==> src/rtl/memory_stage_if.sv <==
// ---------------------------------------------------------------------------
// memory_stage_if
//   Word-wide data-memory port between the MEM pipeline stage (master) and
//   the data memory (slave).
//
//   Handshake: the master holds DM_REQ high, with DM_WE/DM_ADDR/DM_WDATA
//   stable, until the slave returns DM_ACK=1. The access completes on the
//   posedge where DM_REQ=1 and DM_ACK=1 are both seen. DM_RDATA is only
//   meaningful in that cycle. DM_ACK without DM_REQ has no meaning.
//
//   Signals
//     DM_REQ    master->slave  access request
//     DM_WE     master->slave  1 = write, 0 = read
//     DM_ADDR   master->slave  word address
//     DM_WDATA  master->slave  store data
//     DM_ACK    slave->master  access complete this cycle
//     DM_RDATA  slave->master  load data, valid with DM_ACK
// ---------------------------------------------------------------------------
interface memory_stage_if #(
  parameter int W = 32
);
  logic         DM_REQ;
  logic         DM_WE;
  logic [W-1:0] DM_ADDR;
  logic [W-1:0] DM_WDATA;
  logic         DM_ACK;
  logic [W-1:0] DM_RDATA;

  modport master (
    output DM_REQ, DM_WE, DM_ADDR, DM_WDATA,
    input  DM_ACK, DM_RDATA
  );

  modport slave (
    input  DM_REQ, DM_WE, DM_ADDR, DM_WDATA,
    output DM_ACK, DM_RDATA
  );
endinterface

==> src/rtl/memory_stage.sv <==
// ---------------------------------------------------------------------------
// memory_stage
//   MEM pipeline stage. Takes the EX/MEM register outputs, performs a word
//   load or store over the req/ack data-memory port, and produces the MEM/WB
//   register, the EX forwarding value and a stall for upstream stages while
//   an access is outstanding. Accesses that wait too long are aborted.
//
//   Ports
//     clk, rst     clock, synchronous active-high reset
//     ALU_OUT      EX result, also the ld/st address
//     RD           destination register
//     MEM_WE_ME    store request (wins over MEM_REG_ME)
//     ME_WE        register-file write enable
//     MEM_REG_ME   load request
//     WD_ME        store data
//     dm           data-memory port (master side)
//     BP_MEM       forwarding value for EX (= ALU_OUT)
//     MEM_STALL    hold EX and earlier stages this cycle
//     WB_DATA/WB_RD/WB_WE  MEM/WB register
//     MISALIGN     one-cycle pulse: misaligned ld/st dropped
//     BUS_ERR      one-cycle pulse: access aborted on timeout
//     o_dbg_state  FSM state (0 = IDLE, 1 = WAIT)
// ---------------------------------------------------------------------------
module memory_stage #(
  parameter int INST_SIZE   = 32,
  parameter int TIMEOUT_CYC = 255
) (
  input  logic                 clk,
  input  logic                 rst,
  input  logic [INST_SIZE-1:0] ALU_OUT,
  input  logic [4:0]           RD,
  input  logic                 MEM_WE_ME,
  input  logic                 ME_WE,
  input  logic                 MEM_REG_ME,
  input  logic [INST_SIZE-1:0] WD_ME,
  memory_stage_if.master       dm,
  output logic [INST_SIZE-1:0] BP_MEM,
  output logic                 MEM_STALL,
  output logic [INST_SIZE-1:0] WB_DATA,
  output logic [4:0]           WB_RD,
  output logic                 WB_WE,
  output logic                 MISALIGN,
  output logic                 BUS_ERR,
  output logic                 o_dbg_state
);

  localparam logic [7:0] L_TIMEOUT = TIMEOUT_CYC[7:0];

  typedef enum logic [0:0] {S_IDLE = 1'b0, S_WAIT = 1'b1} state_t;

  state_t               r_state;
  logic [7:0]           r_cnt;
  logic [INST_SIZE-1:0] r_wb_data;
  logic [4:0]           r_wb_rd;
  logic                 r_wb_we;
  logic                 r_misalign;
  logic                 r_bus_err;

  logic w_access;
  logic w_store;
  logic w_load;
  logic w_misalign;
  logic w_is_wait;
  logic w_timeout;
  logic w_abort;
  logic w_req;
  logic w_stall;

  assign w_access   = MEM_WE_ME | MEM_REG_ME;
  assign w_store    = MEM_WE_ME;
  assign w_load     = MEM_REG_ME & ~MEM_WE_ME;
  assign w_misalign = w_access & (ALU_OUT[1:0] != 2'b00);
  assign w_is_wait  = (r_state == S_WAIT);
  assign w_timeout  = w_is_wait & (r_cnt == L_TIMEOUT);
  // Ack in the last allowed cycle still completes; abort only without it.
  assign w_abort    = w_timeout & ~dm.DM_ACK;

  // Request is held for the whole WAIT period; reset kills it immediately.
  assign w_req   = ~rst & ((~w_is_wait & w_access & ~w_misalign) | w_is_wait);
  // The abort cycle releases the pipeline so the dropped op moves on.
  assign w_stall = w_req & ~dm.DM_ACK & ~w_timeout;

  assign dm.DM_REQ   = w_req;
  assign dm.DM_WE    = w_store;
  assign dm.DM_ADDR  = ALU_OUT;
  assign dm.DM_WDATA = WD_ME;

  assign BP_MEM      = ALU_OUT;
  assign MEM_STALL   = w_stall;
  assign WB_DATA     = r_wb_data;
  assign WB_RD       = r_wb_rd;
  assign WB_WE       = r_wb_we;
  assign MISALIGN    = r_misalign;
  assign BUS_ERR     = r_bus_err;
  assign o_dbg_state = w_is_wait;

  always_ff @(posedge clk) begin
    if (rst) begin
      r_state    <= S_IDLE;
      r_cnt      <= 8'd0;
      r_wb_data  <= '0;
      r_wb_rd    <= 5'd0;
      r_wb_we    <= 1'b0;
      r_misalign <= 1'b0;
      r_bus_err  <= 1'b0;
    end else begin
      r_misalign <= 1'b0;
      r_bus_err  <= 1'b0;

      case (r_state)
        S_IDLE: begin
          if (w_req && !dm.DM_ACK) begin
            r_state <= S_WAIT;
            r_cnt   <= 8'd1;
          end
        end
        S_WAIT: begin
          if (dm.DM_ACK || w_abort) begin
            r_state <= S_IDLE;
            r_cnt   <= 8'd0;
          end else begin
            r_cnt <= r_cnt + 8'd1;
          end
        end
        default: begin
          r_state <= S_IDLE;
          r_cnt   <= 8'd0;
        end
      endcase

      // MEM/WB register: bubble while stalled, drop on abort or misalign,
      // otherwise capture the finished op.
      if (w_stall) begin
        r_wb_we <= 1'b0;
      end else if (w_abort) begin
        r_wb_we   <= 1'b0;
        r_bus_err <= 1'b1;
      end else if (!w_is_wait && w_misalign) begin
        r_wb_we    <= 1'b0;
        r_misalign <= 1'b1;
      end else begin
        r_wb_data <= w_load ? dm.DM_RDATA : ALU_OUT;
        r_wb_rd   <= RD;
        r_wb_we   <= ME_WE & (RD != 5'd0) & ~w_store;
      end
    end
  end

endmodule

==> src/flat_wrapper.sv <==
// flat-port wrapper written by rule: the top's interface ports become plain ports
module memory_stage_flat 
#(
  parameter int INST_SIZE   = 32,
  parameter int TIMEOUT_CYC = 255
)
  (clk, rst, ALU_OUT, RD, MEM_WE_ME, ME_WE, MEM_REG_ME, WD_ME, BP_MEM, MEM_STALL, WB_DATA, WB_RD, WB_WE, MISALIGN, BUS_ERR, o_dbg_state, dm_DM_REQ, dm_DM_WE, dm_DM_ADDR, dm_DM_WDATA, dm_DM_ACK, dm_DM_RDATA);
  memory_stage_if #(.W((32))) dm_i ();
  input  logic clk;
  input  logic rst;
  input  logic [INST_SIZE-1:0] ALU_OUT;
  input  logic [4:0] RD;
  input  logic MEM_WE_ME;
  input  logic ME_WE;
  input  logic MEM_REG_ME;
  input  logic [INST_SIZE-1:0] WD_ME;
  output logic [INST_SIZE-1:0] BP_MEM;
  output logic MEM_STALL;
  output logic [INST_SIZE-1:0] WB_DATA;
  output logic [4:0] WB_RD;
  output logic WB_WE;
  output logic MISALIGN;
  output logic BUS_ERR;
  output logic o_dbg_state;
  output wire logic [$bits(dm_i.DM_REQ)-1:0] dm_DM_REQ;
  output wire logic [$bits(dm_i.DM_WE)-1:0] dm_DM_WE;
  output wire logic [$bits(dm_i.DM_ADDR)-1:0] dm_DM_ADDR;
  output wire logic [$bits(dm_i.DM_WDATA)-1:0] dm_DM_WDATA;
  input wire logic [$bits(dm_i.DM_ACK)-1:0] dm_DM_ACK;
  input wire logic [$bits(dm_i.DM_RDATA)-1:0] dm_DM_RDATA;
  assign dm_DM_REQ = dm_i.DM_REQ;
  assign dm_DM_WE = dm_i.DM_WE;
  assign dm_DM_ADDR = dm_i.DM_ADDR;
  assign dm_DM_WDATA = dm_i.DM_WDATA;
  assign dm_i.DM_ACK = dm_DM_ACK;
  assign dm_i.DM_RDATA = dm_DM_RDATA;
  memory_stage #(.INST_SIZE(INST_SIZE), .TIMEOUT_CYC(TIMEOUT_CYC)) u_core (.clk(clk), .rst(rst), .ALU_OUT(ALU_OUT), .RD(RD), .MEM_WE_ME(MEM_WE_ME), .ME_WE(ME_WE), .MEM_REG_ME(MEM_REG_ME), .WD_ME(WD_ME), .dm(dm_i), .BP_MEM(BP_MEM), .MEM_STALL(MEM_STALL), .WB_DATA(WB_DATA), .WB_RD(WB_RD), .WB_WE(WB_WE), .MISALIGN(MISALIGN), .BUS_ERR(BUS_ERR), .o_dbg_state(o_dbg_state));
endmodule
==> config.mk <==
export PLATFORM = sky130hd
export DESIGN_NAME = memory_stage_flat
export DESIGN_NICKNAME = d
export VERILOG_FILES = /design/src/rtl/memory_stage_if.sv /design/src/rtl/memory_stage.sv /design/src/flat_wrapper.sv
export SDC_FILE = /design/constraint.sdc
export NUM_CORES = 1
export LEC_CHECK = 0
export CAP_MARGIN = 15
export CORE_MARGIN = 2
export CORE_UTILIZATION = 37
export CTS_BUF_LIST = sky130_fd_sc_hd__clkbuf_8
export DETAILED_ROUTE_END_ITERATION = 8
export MAX_ROUTING_LAYER = met4
export PLACE_DENSITY_LB_ADDON = 0.05
export SYNTH_ARGS = -nofsm -noshare
export SYNTH_HDL_FRONTEND = slang
export SYNTH_SLANG_ARGS = --single-unit
export TNS_END_PERCENT = 100
==> constraint.sdc <==
create_clock -name clk -period 5.23 [get_ports clk]
set_input_delay 0.523 -clock clk [delete_from_list [all_inputs] [get_ports clk]]
set_output_delay 0.523 -clock clk [all_outputs]
set_load 0.01 [all_outputs]
After elaboration in Yosys (flattened, before gate mapping):

Index checks and enable logic that the tools add are counted.

* bits in writable memories: 0
* logic and storage cells: 52
* latch bits: 0
* ROM bits: 0
* output and inout port bits: 140
* register bits after elaboration: 49
* memories: 0
* input port bits: 107

* eq/ne operators: 2
* $lt $le $gt $ge: 0
* multiplexer cells: 9
* divide/modulo/power cells: 0
* add/subtract/negate cells: 1
* multipliers: 0
* shift operators: 0
* reduce and logical (&&, ||, !) cells: 11
* bitwise gates (word level): 22

Operators with widths (number)
* $mux 32: 1
* $mux 8: 2
* $pmux 8 s2: 1
* $and 1x1->1: 11
* $not 1->1: 9
* $add 8x1->8 const B: 1
* $eq 8x8->1 const B: 1
* $reduce_bool 5->1: 1
* $mux 1: 4
* $reduce_or 4->1: 1
* $reduce_and 3->1: 1
* $reduce_or 3->1: 1
* $logic_and 1x1->1: 2
* $logic_not 1->1: 2
* $ne 2x2->1 const B: 1
* $or 1x1->1: 2
* $pmux 1 s2: 1
* $reduce_bool 2->1: 1
* $reduce_or 2->1: 1
* $logic_or 1x1->1: 1

Longest topological paths before layout:

Gate-level depths: netlist (run 1).

* depth after elaboration: 10
* mapped depth: 8

Least setup slack after synthesis (run 1):

No wires, ideal clock.

* kind: in2out
* start: input port ALU_OUT[1]
* end: output port MEM_STALL
* stages on the path: 4
* data arrival time: 1.315 ns
* setup slack: 3.392 ns
* data required time: 4.707 ns
* path buffers: 0
* path through: nor2_1 -> a21oi_1 -> or3_1 -> a31oi_1

* longest elaborated chain between the ends: 8

Ends and longest elaborated chain
* start, declared: RTL line flat_wrapper.sv:11 `input logic [INST_SIZE-1:0] ALU_OUT;`
* $reduce_bool 2->1: RTL line memory_stage.sv:72 `assign w_misalign = w_access & (ALU_OUT[1:0] != 2'b00);`
* $and 1x1->1: RTL line memory_stage.sv:72
* $not 1->1: RTL line memory_stage.sv:79 `assign w_req = ~rst & ((~w_is_wait & w_access & ~w_misalign) | w_is_wait);`
* $and 1x1->1: RTL line memory_stage.sv:79
* $or 1x1->1: RTL line memory_stage.sv:79
* $and 1x1->1: RTL line memory_stage.sv:79
* $and 1x1->1 (2 in a row): RTL line memory_stage.sv:81 `assign w_stall = w_req & ~dm.DM_ACK & ~w_timeout;`
* end, declared: RTL line flat_wrapper.sv:18 `output logic MEM_STALL;`

No other way between the ends.

Worst setup path after layout (run 1):

* start: input port rst
* end: register u_core.r_wb_data[13] (netlist: u_core.WB_DATA[13])

* longest elaborated chain between the ends: 6

Ends and longest elaborated chain
* start, declared: RTL line flat_wrapper.sv:10 `input logic rst;`
* $not 1->1: RTL line memory_stage.sv:79
* $and 1x1->1: RTL line memory_stage.sv:79
* $and 1x1->1 (2 in a row): RTL line memory_stage.sv:81
* $not 1->1 (no line)
* $reduce_and 3->1 (no line)
* end signal, assigned: RTL line memory_stage.sv:142 `r_wb_data <= w_load ? dm.DM_RDATA : ALU_OUT;`
* end, declared: RTL line memory_stage.sv:53 `logic [INST_SIZE-1:0] r_wb_data;`

Parallel ways exist; a longest one is shown, timed or not.
A chain may end at the register's enable or synchronous reset.

==> results of run 1 <==
## per-layer routing
metal | routed length, um | part of all wire
met2 | 3880 | 0.49
met4 | 101 | 0.013
met1 | 3160 | 0.40
met3 | 776 | 0.098
met5 | 0 | 0
## cell usage in the layout, fill, tap and decap left out, types with 3 or more instances in the layout
cell type | Yosys | routed
a21bo_2 | 5 | 5
nor2_1 | 5 | 5
nand2_1 | 3 | 3
clkbuf_8 | 0 | 5
a21oi_1 | 40 | 40
nor3_1 | 3 | 3
inv_1 | 2 | 4
clkdlybuf4s50_1 | 0 | 181
mux2i_1 | 34 | 34
xnor2_1 | 3 | 3
dfxtp_1 | 49 | 49
a211oi_2 | 10 | 10
nand3_1 | 7 | 7
o22ai_1 | 3 | 3
a211oi_1 | 22 | 22
## critical path: stages
cell	delay, ps
buf_2	740
o32a_2	850
and2_1	740
buf_4	380
a211oi_1	110
## cells in the mapped netlist (4+ instances only)
cell type	count	area, um^2
a211oi_2	10	125
dfxtp_1	49	981
a211oi_1	22	165
buf_4	98	736
nor2_1	5	18.8
buf_2	8	40.0
a21oi_1	40	200
mux2i_1	34	340
clkbuf_1	9	33.8
buf_1	4	15.0
a21bo_2	5	50.1
buf_6	4	45.0
nand3_1	7	35.0
## metrics by stage
step                      hold WS [ps]  std cells  utilization  power (mW)  cell area [um^2]
after floorplan                    432        337            -       0.610              3090
after global placement             449        503        0.515       0.732              4190
after detailed placement           452        503        0.515       0.734              4190
after CTS                          464        511        0.525       0.951              4270
after global routing               481        511        0.525       0.991              4270
final                              461        511        0.525       0.936              4270
## sequential cells by signal, summed over array words and instances (netlist names)
| name | cells |
|---|---|
| u_core.BUS_ERR | 1 |
| u_core.WB_DATA | 32 |
| u_core.r_cnt | 8 |
| u_core.WB_RD | 5 |
| u_core.WB_WE | 1 |
| u_core.MISALIGN | 1 |
| u_core.o_dbg_state | 1 |
## worst paths after layout
| check | end | slack [ps] | cells past startpoint |
|---|---|---|---|
| setup reg to reg | u_core.WB_DATA[13] | 2390 | 5 |
| hold reg to reg | u_core.r_cnt[7] | 460 | 1 |
| hold / removal | u_core.r_cnt[7] | 460 | 1 |
| setup / recovery | u_core.WB_DATA[13] | 1990 | 5 |
## kinds of logic after synthesis
family	after synthesis
and+or+nand+nor	33
buffers and inverters	125
DFF	49
xor gates and xnor gates	4
AOI/OAI and AO/OA	91
muxes	34
adders and majority gates	1
## final cells by class
type | count | area, um^2
fill | 779 | 3860
sequential | 49 | 981
clock buffer | 5 | 68.8
inverter | 2 | 7.51
tap | 105 | 131
timing repair buffer | 184 | 1830
multi-input combinational | 163 | 1230
clock inverter | 3 | 15.0
## power groups by stage
stage / Combinational (mW) / Sequential, mW / Clock (mW)
floorplan: 0.172 / 0.437 / 0
global placement: 0.306 / 0.426 / 0
detailed placement: 0.308 / 0.426 / 0
CTS: 0.309 / 0.418 / 0.224
global route: 0.330 / 0.422 / 0.239
finish: 0.305 / 0.418 / 0.213
==> metrics.md, run 1 <==
| Metric | Value |
|---|---|
| Setup WS post-layout | `1990 ps` |
| Clk Tree Root Cell | `clkbuf_8` |
| Sequential share of the synthesized area | `0.318` |
| Crit end category | `flip-flop` |
| Clock latency on the worst-skew pair | `300 ps` |
| Critical Path Start Type | `primary input` |
| Final nets | `513` |
| Final Hold Violating Endpoints | `0` |
| Htree depth | `2` |
| Fmax | `0.309 GHz` |
| Commonest register cell after synthesis | `dfxtp_1` |
| Pins over their slew limit | `0` |
| Area of the core | `8130 um^2` |
| Die Y | `95.4 um` |
| Initial antenna violation count | `0` |
| DRC viols | `0` |
| Starting Density | `0.380` |
| Num rows | `33` |
| P_leak | `1.65 nW` |
| Synth unique cells | `39` |
| GRT busiest layer | `met2` |
| Flop pwr share | `0.447` |
| Syn Inst Count | `337` |
| Largest net degree at the start of global routing | `50` |
| Worst Skew | `6.31 ps` |
| Max cap viols | `0` |
| Pint | `673 uW` |
| Sw frac | `0.281` |
| Synth Area in Adders | `0.00405` |
| Grt met3 use | `0.0482` |
| Die area | `9090 um^2` |
| Synth Cell Area | `3090 um^2` |
| # IOs | `247` |
| Overflow after GRT | `0` |
| Maximum clock path buffer count | `2` |
| Critical Path Source | `rst` |
| Fin crit period | `3240 ps` |
| Largest family of logic cells by synthesized area | `buffers and inverters` |
| Clock sink count | `49` |
| Critical path arrival | `3370 ps` |
| Setup violators final | `0` |
| Syn Nets | `445` |
| Required @ worst endpoint | `5360 ps` |
| Final worst path period share | `0.620` |
| R2R Path Start | `u_core.o_dbg_state` |
| Mux share of post-synthesis cell area | `0.110` |
| Global-route wire length before repair | `11.8 mm` |
| Crit-path max FO | `49` |
| CTS clock-pin slew for the worst setup and hold paths | `80 ps` |
| Clock power frac | `0.228` |
| Hold Path Class | `flip-flop to flip-flop` |
| Die Span X | `95.4 um` |
| Cts bufs inserted | `5` |
| GRT met2 Usage | `0.288` |
| Post-route ant nets | `0` |
| Total Wirelength | `7.92 mm` |
| Slew of the pin with the lowest slew margin | `1070 ps` |
| Syn-to-layout area delta | `38.2%` |
| Placer Congestion | `0.774` |
| M1 GR Usage | `0.200` |
| Max_slew headroom | `0.289` |
| GRT Total Usage | `0.171` |
| Count of input and output buffers | `182` |
| Routed wire per std cell | `15.5 um` |
| Final TNS setup | `0 ps` |
| Worst VDD drop | `0.0000987 V` |
| Avg Cell Area, Syn | `9.16 um^2` |
| Antenna cells | `0` |
| CTS tree | `built` |
| Ys async rst share | `0` |
| DRT iter0 DRCs | `71` |
| HPWL Detailed | `5.78 mm` |
| RSZ-0062 raised after global routing | `no` |
| Via count | `2,550` |
| Vias in the first global route | `2,419` |
| Pwr Density | `219 nW/um^2` |
| Dpl ws | `1650 ps` |
| Kind of critical path | `primary input to flip-flop` |
| Layout cell share with drive strength beyond 1 | `0.0764` |
| Detailed Routing Iterations Pass 1 | `4` |
| Outcome | `completed` |
| Switch Pwr | `263 uW` |
| Vias per cell | `4.99` |
| Hold-fix buffers at CTS | `0` |
| Synth Area in XOR/XNOR | `0.0113` |
| Number of synthesized register bits | `49` |
| Combinational share of power | `0.326` |
| Number of synthesized flops with an enable pin | `0` |
| YS warnings | `0` |
| Post-cts sizing count | `0` |
| HP Start | `u_core.r_cnt[7]` |
| # Post-CTS Setup Buffers | `0` |
| Post-synthesis compound-gate area fraction | `0.209` |
| Post-Synth Simple-Gate Area | `0.0636` |
Note: power is estimated with default switching activity, not from simulation.
==> run 2: changes to the inputs <==
- CORE_ASPECT_RATIO: default -> 1.25
- CORE_UTILIZATION: 37 -> 31
- clock period: 5.23 -> 2.73 ns (I/O delays scaled with it)
==> metrics.md, run 2 (synthesis results as in run 1) <==
| Metric | Value |
|---|---|
| Slew of the pin with the lowest slew margin | `586 ps (was 1070 ps)` |
| Hold Path Class | `primary input to flip-flop (was flip-flop to flip-flop)` |
| Final cell count without fillers | `540 (was 511)` |
| Maximum clock path buffer count | `2 (unchanged)` |
| Switch Pwr | `526 uW (was 263 uW)` |
| Die Span X | `93.3 um (was 95.4 um)` |
| Routed wire per std cell | `15.8 um (was 15.5 um)` |
| Clock power frac | `0.273 (was 0.228)` |
| Most frequent cells in the layout | `clkdlybuf4s50_1 (181), dfxtp_1 (49), a21oi_1 (40), mux2i_1 (34), a211oi_1 (22) (unchanged)` |
| Fin crit period | `2430 ps` |
| Sw frac | `0.274 (was 0.281)` |
| Crit-path max FO | `6 (was 49)` |
| Clock sink count | `49 (unchanged)` |
| Final worst path period share | `0.891` |
| # Post-CTS Setup Buffers | `0 (unchanged)` |
| Layout Utilization | `0.454 (was 0.525)` |
| Max cap viols | `0 (unchanged)` |
| Syn-to-layout area delta | `41.9% (was 38.2%)` |
| Pwr Density | `438 nW/um^2 (was 219 nW/um^2)` |
| Die area | `10,800 um^2 (was 9090 um^2)` |
| DRT iter0 DRCs | `71 (unchanged)` |
| Critical Path Start Type | `primary input (unchanged)` |
| Num rows | `40 (was 33)` |
| Total Wirelength | `8.52 mm (was 7.92 mm)` |
| Seq. cell area | `981 um^2 (unchanged)` |
| Pint | `1.39 mW (was 673 uW)` |
| Final TNS setup | `0 ps (unchanged)` |
| Power Total | `1.92 mW (was 936 uW)` |
| Setup WS post-layout | `296 ps (was 1990 ps)` |
| Post-cts sizing count | `0 (unchanged)` |
| Die Y | `116 um (was 95.4 um)` |
| Placer Congestion | `0.763 (was 0.774)` |
| Antenna cells | `0 (unchanged)` |
| Cts bufs inserted | `5 (unchanged)` |
| P_leak | `1.70 nW (was 1.65 nW)` |
| Via count | `2,572 (was 2,550)` |
| CTS tree | `built (unchanged)` |
| Initial antenna violation count | `0 (unchanged)` |
| RSZ-0062 raised after global routing | `no (unchanged)` |
| Crit-path cells | `clkdlybuf4s50_1 -> or2_2 -> a21oi_1 -> or3_1 -> a31oi_1 -> clkdlybuf4s50_1 (was buf_2 -> o32a_2 -> and2_1 -> buf_4 -> a211oi_1)` |
| Htree depth | `2 (unchanged)` |
| Fill cells | `925 (was 779)` |
| Outcome | `completed (unchanged)` |
| Critical path arrival | `2160 ps (was 3370 ps)` |
| Overflow after GRT | `0 (unchanged)` |
| Largest register FFs | `32 (unchanged)` |
| Layout cell share with drive strength beyond 1 | `0.0966 (was 0.0764)` |
| Crit end category | `output pin (was flip-flop)` |
| Crit path largest cell delay | `560 ps (was 850 ps)` |
| Worst path slowest cell | `clkdlybuf4s50_1 (was o32a_2)` |
| Global-route wire length before repair | `13.0 mm (was 11.8 mm)` |
| Area of the multi-input gates | `1230 um^2 (unchanged)` |
| # IOs | `247 (unchanged)` |
| Vias in the first global route | `2,556 (was 2,419)` |
| HPWL Detailed | `6.25 mm (was 5.78 mm)` |
| Required @ worst endpoint | `2460 ps (was 5360 ps)` |
| Worst VDD drop | `0.000308 V (was 0.0000987 V)` |
| Largest net degree at the start of global routing | `49 (was 50)` |
| Detailed Routing Iterations Pass 1 | `4 (unchanged)` |
| Vias per cell | `4.76 (was 4.99)` |
| GRT Total Usage | `0.156 (was 0.171)` |
| Flop pwr share | `0.416 (was 0.447)` |
| Combinational share of power | `0.311 (was 0.326)` |
| Fmax | `0.411 GHz` |
| Crit-path most repeated cell | `clkdlybuf4s50_1` |
| CTS clock-pin slew for the worst setup and hold paths | `80 ps (about the same)` |
| Area of the core | `9660 um^2 (was 8130 um^2)` |
| Worst Skew | `14.9 ps (was 6.31 ps)` |
| Hold-fix buffers at CTS | `0 (unchanged)` |
| DRC viols | `0 (unchanged)` |
| Count of input and output buffers | `182 (unchanged)` |
| Dpl cells | `532 (was 503)` |
| Final Hold Violating Endpoints | `0 (unchanged)` |
| Starting Density | `0.320 (was 0.380)` |
| Setup violators final | `0 (unchanged)` |
| Commonest non-fill, non-tap cell in the layout | `clkdlybuf4s50_1 (unchanged)` |
| Kind of critical path | `primary input to output pin (was primary input to flip-flop)` |
| Max_slew headroom | `0.609 (was 0.289)` |
| Final nets | `521 (was 513)` |
| Dpl ws | `308 ps (was 1650 ps)` |
| Post-route ant nets | `0 (unchanged)` |
| Clk Tree Root Cell | `clkbuf_8 (unchanged)` |
| Clock latency on the worst-skew pair | `300 ps (about the same)` |
| Pins over their slew limit | `0 (unchanged)` |
[run 2: cell types whose count changed in the layout (fill, tap and decap cells not counted), sizes merged]
cell,previous run,this run
bufinv,0,1
clkinvlp,1,0
buf,3,11
clkinv,0,1
inv,4,3
[run 2: critical path: cells and delay by family]
family | cells | cell delay (ps)
buffers and inverters | 2 | 1110
and+or+nand+nor | 2 | 530
AOI/OAI and AO/OA | 2 | 240
[run 2: final timing paths]
check	endpoint	slack (ps)	cells past startpoint	from
max	MEM_STALL	300	6	MEM_WE_ME
min	u_core.o_dbg_state	300	3	rst
max reg2reg	u_core.WB_DATA[22]	800	6	u_core.r_cnt[0]
min reg2reg	u_core.r_cnt[7]	470	1	u_core.r_cnt[7]
[run 2: through the flow]
step	area (um^2)	hold slack, ps
5_1_grt	4380	295
4_1_cts	4380	283
2_1_floorplan	3090	420
3_3_place_gp	4270	458
6_report	4380	300
3_5_place_dp	4270	469
[run 2: per-layer routing]
| layer | wire length (um) | global-route usage | vias to the layer above |
|---|---|---|---|
| met1 | 3480 | 0.183 | 1156 |
| met3 | 563 | 0.0332 | 25 |
| li1 | - | - | 1252 |
| met5 | 0 | - | - |
| met2 | 4240 | 0.260 | 139 |
| met4 | 239 | 0.0627 | 0 |
[run 2: final cells by class]
type,count,share of cell area
clock inverters,3,0.00971
repair buffers,192,0.432
well taps,126,0.0360
multi-input cells,163,0.281
inverters,2,0.00171
clock buffers,5,0.0157
flip-flops and latches,49,0.224
[run 2: power by group through the flow]
stage	Combinational, mW	Clock (mW)	Sequential [mW]
finish	0.597	0.524	0.798
global route	0.643	0.567	0.805
CTS	0.607	0.548	0.799
detailed placement	0.604	0	0.815
global placement	0.604	0	0.812
floorplan	0.330	0	0.838
